File: config.mk
export PLATFORM = sky130hd
export DESIGN_NAME = morse_key_sequencer
export DESIGN_NICKNAME = d
export VERILOG_FILES = /design/src/rtl/morse_key_sequencer.sv
export SDC_FILE = /design/constraint.sdc
export NUM_CORES = 1
export LEC_CHECK = 0
export CAP_MARGIN = 20
export CORE_MARGIN = 10
export CORE_UTILIZATION = 40
export DETAILED_ROUTE_END_ITERATION = 12
export DONT_BUFFER_PORTS = 1
export GPL_TIMING_DRIVEN = 0
export RECOVER_POWER = 100
export SYNTH_ARGS = -nofsm -noshare
export SYNTH_HDL_FRONTEND = slang
export SYNTH_SLANG_ARGS = --single-unit
File: constraint.sdc
create_clock -name clk -period 13.9 [get_ports clk]
set_input_delay 3.475 -clock clk [delete_from_list [all_inputs] [get_ports clk]]
set_output_delay 3.475 -clock clk [all_outputs]
set_load 0.01 [all_outputs]
File: src/rtl/morse_key_sequencer.sv
// Turns manual Morse keying into dot/dash symbols, groups them into letter codes
// and stores each finished letter in a small circular buffer read by the display.
module morse_key_sequencer #(
    parameter int TICK_DIV   = 1_000_000,
    parameter int DASH_TICKS = 20,
    parameter int GAP_TICKS  = 60,
    parameter int DEPTH      = 16
) (
    input  logic                       clk,
    input  logic                       reset,
    input  logic                       button,
    input  logic                       send,
    input  logic                       clear,
    output logic [7:0]                 letter,
    output logic [1:0]                 dod,
    output logic                       commit,
    output logic [$clog2(DEPTH):0]     char_count,
    output logic                       full,
    output logic                       overflow,
    input  logic [$clog2(DEPTH)-1:0]   rd_addr,
    output logic [7:0]                 rd_data
);

    // state  | meaning
    // IDLE   | no key activity, waiting for a press
    // PRESS  | key held, timing the press in ticks
    // GAP    | key released, timing the inter-letter gap
    // COMMIT | single cycle: pending letter goes into the line buffer
    typedef enum logic [1:0] {
        IDLE   = 2'd0,
        PRESS  = 2'd1,
        GAP    = 2'd2,
        COMMIT = 2'd3
    } state_t;

    localparam int AW = $clog2(DEPTH);
    localparam int TW = (TICK_DIV > 1) ? $clog2(TICK_DIV) : 1;
    localparam logic [TW-1:0] TICK_LAST = TW'(TICK_DIV - 1);
    localparam logic [7:0] DASH_T = 8'(DASH_TICKS);
    localparam logic [7:0] GAP_T  = 8'(GAP_TICKS);
    localparam logic [AW:0] DEPTH_C = (AW+1)'(DEPTH);

    state_t state, state_next;

    logic [TW-1:0] tick_cnt;
    logic          tick;
    logic          btn_meta, btn_sync;
    logic [7:0]    press_cnt, gap_cnt;
    logic [2:0]    sym_count;
    logic          send_latched;
    logic [AW-1:0] wr_ptr;
    logic [AW-1:0] rd_idx;
    logic [7:0]    mem [DEPTH];

    logic clr_press, clr_gap, store_sym, drop_sym, do_commit, latch_send;
    logic send_pending;
    logic [1:0] sym_code;

    assign tick         = (tick_cnt == TICK_LAST);
    assign full         = (char_count == DEPTH_C);
    assign send_pending = send_latched | send;
    assign sym_code     = (press_cnt >= DASH_T) ? 2'b10 : 2'b01;
    assign dod          = (state == PRESS) ? sym_code : 2'b00;
    assign commit       = (state == COMMIT) && !full && !clear;
    assign rd_idx       = wr_ptr - char_count[AW-1:0] + rd_addr;

    always_ff @(posedge clk or posedge reset) begin
        if (reset) begin
            tick_cnt <= '0;
        end else if (tick) begin
            tick_cnt <= '0;
        end else begin
            tick_cnt <= tick_cnt + 1'b1;
        end
    end

    always_ff @(posedge clk or posedge reset) begin
        if (reset) begin
            btn_meta <= 1'b0;
            btn_sync <= 1'b0;
        end else begin
            btn_meta <= button;
            btn_sync <= btn_meta;
        end
    end

    always_ff @(posedge clk or posedge reset) begin
        if (reset) begin
            state <= IDLE;
        end else begin
            state <= state_next;
        end
    end

    always_comb begin
        state_next = state;
        clr_press  = 1'b0;
        clr_gap    = 1'b0;
        store_sym  = 1'b0;
        drop_sym   = 1'b0;
        do_commit  = 1'b0;
        latch_send = 1'b0;
        case (state)
            IDLE: begin
                if (btn_sync) begin
                    state_next = PRESS;
                    clr_press  = 1'b1;
                end else if (send && sym_count != 3'd0) begin
                    state_next = COMMIT;
                end
            end
            PRESS: begin
                latch_send = send;
                if (!btn_sync) begin
                    clr_gap = 1'b1;
                    if (press_cnt == 8'd0) begin
                        // Glitch: nothing to store, only resume what was pending.
                        if (sym_count == 3'd0)
                            state_next = IDLE;
                        else if (send_pending)
                            state_next = COMMIT;
                        else
                            state_next = GAP;
                    end else begin
                        if (sym_count < 3'd4)
                            store_sym = 1'b1;
                        else
                            drop_sym = 1'b1;
                        state_next = send_pending ? COMMIT : GAP;
                    end
                end
            end
            GAP: begin
                if (send || gap_cnt == GAP_T) begin
                    state_next = COMMIT;
                end else if (btn_sync) begin
                    state_next = PRESS;
                    clr_press  = 1'b1;
                end
            end
            COMMIT: begin
                do_commit  = 1'b1;
                state_next = IDLE;
            end
            default: state_next = IDLE;
        endcase
        if (clear) begin
            state_next = IDLE;
            store_sym  = 1'b0;
            drop_sym   = 1'b0;
            do_commit  = 1'b0;
        end
    end

    always_ff @(posedge clk or posedge reset) begin
        if (reset) begin
            press_cnt    <= '0;
            gap_cnt      <= '0;
            send_latched <= 1'b0;
        end else begin
            if (clr_press)
                press_cnt <= '0;
            else if (state == PRESS && tick && press_cnt != 8'hFF)
                press_cnt <= press_cnt + 8'd1;

            if (clr_gap)
                gap_cnt <= '0;
            else if (state == GAP && tick && gap_cnt != 8'hFF)
                gap_cnt <= gap_cnt + 8'd1;

            if (clear || clr_press || do_commit)
                send_latched <= 1'b0;
            else if (latch_send)
                send_latched <= 1'b1;
        end
    end

    always_ff @(posedge clk or posedge reset) begin
        if (reset) begin
            letter     <= '0;
            sym_count  <= '0;
            overflow   <= 1'b0;
            wr_ptr     <= '0;
            char_count <= '0;
            for (int i = 0; i < DEPTH; i++) mem[i] <= '0;
        end else if (clear) begin
            letter     <= '0;
            sym_count  <= '0;
            overflow   <= 1'b0;
            wr_ptr     <= '0;
            char_count <= '0;
        end else begin
            if (store_sym) begin
                case (sym_count[1:0])
                    2'd0: letter[1:0] <= sym_code;
                    2'd1: letter[3:2] <= sym_code;
                    2'd2: letter[5:4] <= sym_code;
                    default: letter[7:6] <= sym_code;
                endcase
                sym_count <= sym_count + 3'd1;
            end
            if (drop_sym)
                overflow <= 1'b1;
            if (do_commit) begin
                // A full buffer drops the letter but the pending symbols still clear.
                if (!full) begin
                    mem[wr_ptr] <= letter;
                    wr_ptr      <= wr_ptr + 1'b1;
                    char_count  <= char_count + 1'b1;
                end
                letter    <= '0;
                sym_count <= '0;
                overflow  <= 1'b0;
            end
        end
    end

    always_ff @(posedge clk or posedge reset) begin
        if (reset) begin
            rd_data <= '0;
        end else if (clear) begin
            rd_data <= '0;
        end else if ({1'b0, rd_addr} < char_count) begin
            rd_data <= mem[rd_idx];
        end else begin
            rd_data <= '0;
        end
    end

endmodule

==> summary.md <==
| Metric | Value |
|---|---|
| Status | finished, violations left |
| Violated checks | capacitance limit, slew limit |
| Worst-case clock buffer depth | 2 |
| Synth Flop Type | dfrtp_1 |
| Post-DP HPWL | 14400 um |
| CP Capture Type | primary output |
| Setup_tns | 0 ps |
| Placed Instances | 1069 |
| Async S/R FF share, synth | 100% |
| FILL cells | 2168 |
| EDFF count, synth | 0 |
| Crit path kind | in2out |
| Slew headroom | -119% |
| Multiplexer share of the synthesized area | 23.6% |
| Root Driver | clkbuf_16 |
| Initial Util | 40.5% |
| Initial antenna violation count | 0 |
| # DRC | 0 |
| Synthesis-to-finish area growth | 11.0% |
| WP data arrival | 4080 ps |
| Net count, final | 805 |
| Syn avg cell area | 12.7 um2 |
| Largest cells by area after synthesis | dfrtp_1 (52%), mux2_2 (15%), mux4_2 (7.6%) |
| CP max FO | 9 |
| Largest family of logic cells by synthesized area | multiplexers |
| Worst Path Required | 10430 ps |
| Most frequent cells in the layout | dfrtp_1 (198), mux2_2 (128), nand2_1 (57) |
| ANT cells | 0 |
| Tightest Pin Transition | 3260 ps |
| Reg clk slew, reported paths | 70 ps |
| Routed length per instance | 19.4 um |
| Max-Cap Viols | 3 |
| Clock Latency Late Sink | 430 ps |
| Cell Chain, Critical Path | clkbuf_1 -> nor3_1 |
| RSZ-0062 raised after global routing | no |
| Synth Cell Area | 9480 um2 |
| Fin. Hold Viols | 0 |
| Post-synthesis sequential area ratio | 52.2% |
| Slew Limit Fails | 90 |
| First-pass GRT wire length | 34400 um |
| CTS Buf Count | 17 |
| Die Footprint | 30300 um2 |
| Met3 usage | 2.73% |
| GR Util met2 | 23.6% |
| Share of the synthesized area in the top cell type | 52.2% |
| Hold Path Class | reg2reg |
| Total routed wirelength | 21400 um |
| Fin cells | 1102 |
| Placed cell areas | 9930 um2 |
| CP top delay family | simple AND/OR/NAND/NOR gates |
| Vias in the first global route | 6080 |
| Static Leak | 4.82 nW |
| Vias | 5788 |
| Worst path max stage delay | 400 ps |
| Fin Clk Skew | 14.0 ps |
| Worst path slowest cell | nor3_1 |
| Post-DRT Antenna Nets | 0 |
| Core area | 23400 um2 |
| Post-Synth Adder-Cell Area | 3.54% |
| Die X | 174 um |
| Area fraction in compound gates after synthesis | 3.36% |
| Fin crit share | 54.3% |
| # resized after CTS | 0 |
| All-Layer GR Usage | 14.3% |
| Die H | 174 um |
| XOR/XNOR Fraction of Synth Area | 3.32% |
| Congestion Overflow GR | 0 |
| Met1 Use GR | 18.7% |
| Largest area contributor in the netlist | dfrtp_1 |
| Min Hold Slack | 363 ps |
| Post-synthesis simple-gate area fraction | 11.6% |
| # IOs | 35 |
| CTS HTree Levels | 4 |
| Final setup vio count | 0 |
| Cts hold-fix bufs | 0 |
| Largest net degree at the start of global routing | 128 |
| GR peak layer | met2 |
| Routed vias/inst | 5.25 |
| Fin crit period | 7550 ps |
| Post-route cell area | 10500 um2 |
| Pwr Total | 1.16 mW |
| Fmax | 132 MHz |
| Critical Path Source Type | input pin |
| Syn nets | 782 |
| Pwr/cell area | 110 nW/um2 |
| Worst R2R Setup Slack | 10040 ps |
| DR pass1 iterations | 4 |
| Most common cell after layout, fill and taps aside | dfrtp_1 |
| Synth Register Bits | 198 |
| Layout cells sized above 1 | 26.4% |
| Clock Sink Count | 198 |
| Floorplan row count | 56 |
| Worst Path Buf+Inv | 1 |
| Postcts setup bufs | 0 |
| YS warnings | 0 |
| Synth cell types | 54 |
| DRT iter0 DRCs | 421 |
| Max VDD drop | 68.8 uV |
| Placer Congestion | 0.817 |
| Synth Instances | 748 |
| TritonCTS clock tree | yes |
| Port bufs | 0 |
cell type report:
type	instances	area (um2)	share of cell area [%]
sequential	198	4950	47.1
multi-input combinational	496	4290	40.7
clock buffer	17	425	4.04
tap	319	399	3.79
clock inverter	14	196	1.87
buffer	29	121	1.15
inverter	25	95.1	0.903
timing repair buffer	4	46.3	0.440
cells by family after synthesis:
kind of cell,after synthesis
AND/OR/NAND/NOR,211
flip-flops,198
multiplexers,168
AO/OA/AOI/OAI,56
buffers and inverters,54
XOR/XNOR,36
adder cells (fa/ha/maj),25
stage by stage:
| step | worst slack, ps | utilization (%) |
|---|---|---|
| 2_1_floorplan | 5030 | - |
| 3_3_place_gp | 2630 | 42.2 |
| 3_5_place_dp | 6330 | 42.4 |
| 4_1_cts | 6330 | 45.1 |
| 5_1_grt | 6300 | 45.0 |
| 6_report | 6350 | 45.0 |
routing by layer:
metal / up-vias / wire [um] / share of wire (%)
met1: 2989 / 10100 / 47
met5: - / 0 / 0
li1: 2712 / - / -
met4: 0 / 439 / 2.1
met2: 66 / 10300 / 48
met3: 21 / 540 / 2.5
report_power, final:
group / switching [mW] / internal (mW) / total (mW) / leakage, nW
clock: 0.231 / 0.289 / 0.520 / 0.302
sequential: 0.00151 / 0.578 / 0.579 / 2.75
combinational: 0.0400 / 0.0166 / 0.0566 / 1.77
total: 0.272 / 0.883 / 1.16 / 4.82
Yosys cell counts, types with 4 or more instances:
library cell  count
or3_1             6
inv_1            25
dfrtp_1         198
o21ai_0          12
nor3_1            8
and3_1            9
nor2_1           49
buf_2             5
nand3_1          29
mux2_2          128
mux4_2           32
nor3b_1           5
nand2_1          57
nand2b_1          6
nand3b_1          5
xor2_1           18
mux2i_1           8
xnor2_1          18
ha_1             22
a21oi_1          31
nor3_2            4
nand4_1           9
clkbuf_1         20
final timing paths:
check | end | cells after the start | from
setup reg to reg | rd_data[7] | 11 | wr_ptr[2]
hold / removal | btn_sync | 0 | btn_meta
setup / recovery | commit | 2 | clear
min in group asynchronous | mem[112] | 1 | reset
max in group asynchronous | sym_count[1] | 2 | reset
hold reg to reg | btn_sync | 0 | btn_meta
registers in the layout, indices dropped and copies added (netlist names):
name,count
mem,128
tick_cnt,20
gap_cnt,8
letter,8
press_cnt,8
rd_data,8
char_count,5
wr_ptr,4
sym_count,3
state,2
btn_meta,1
btn_sync,1
overflow,1
send_latched,1
No activity file was read; power rests on OpenSTA's default activity.
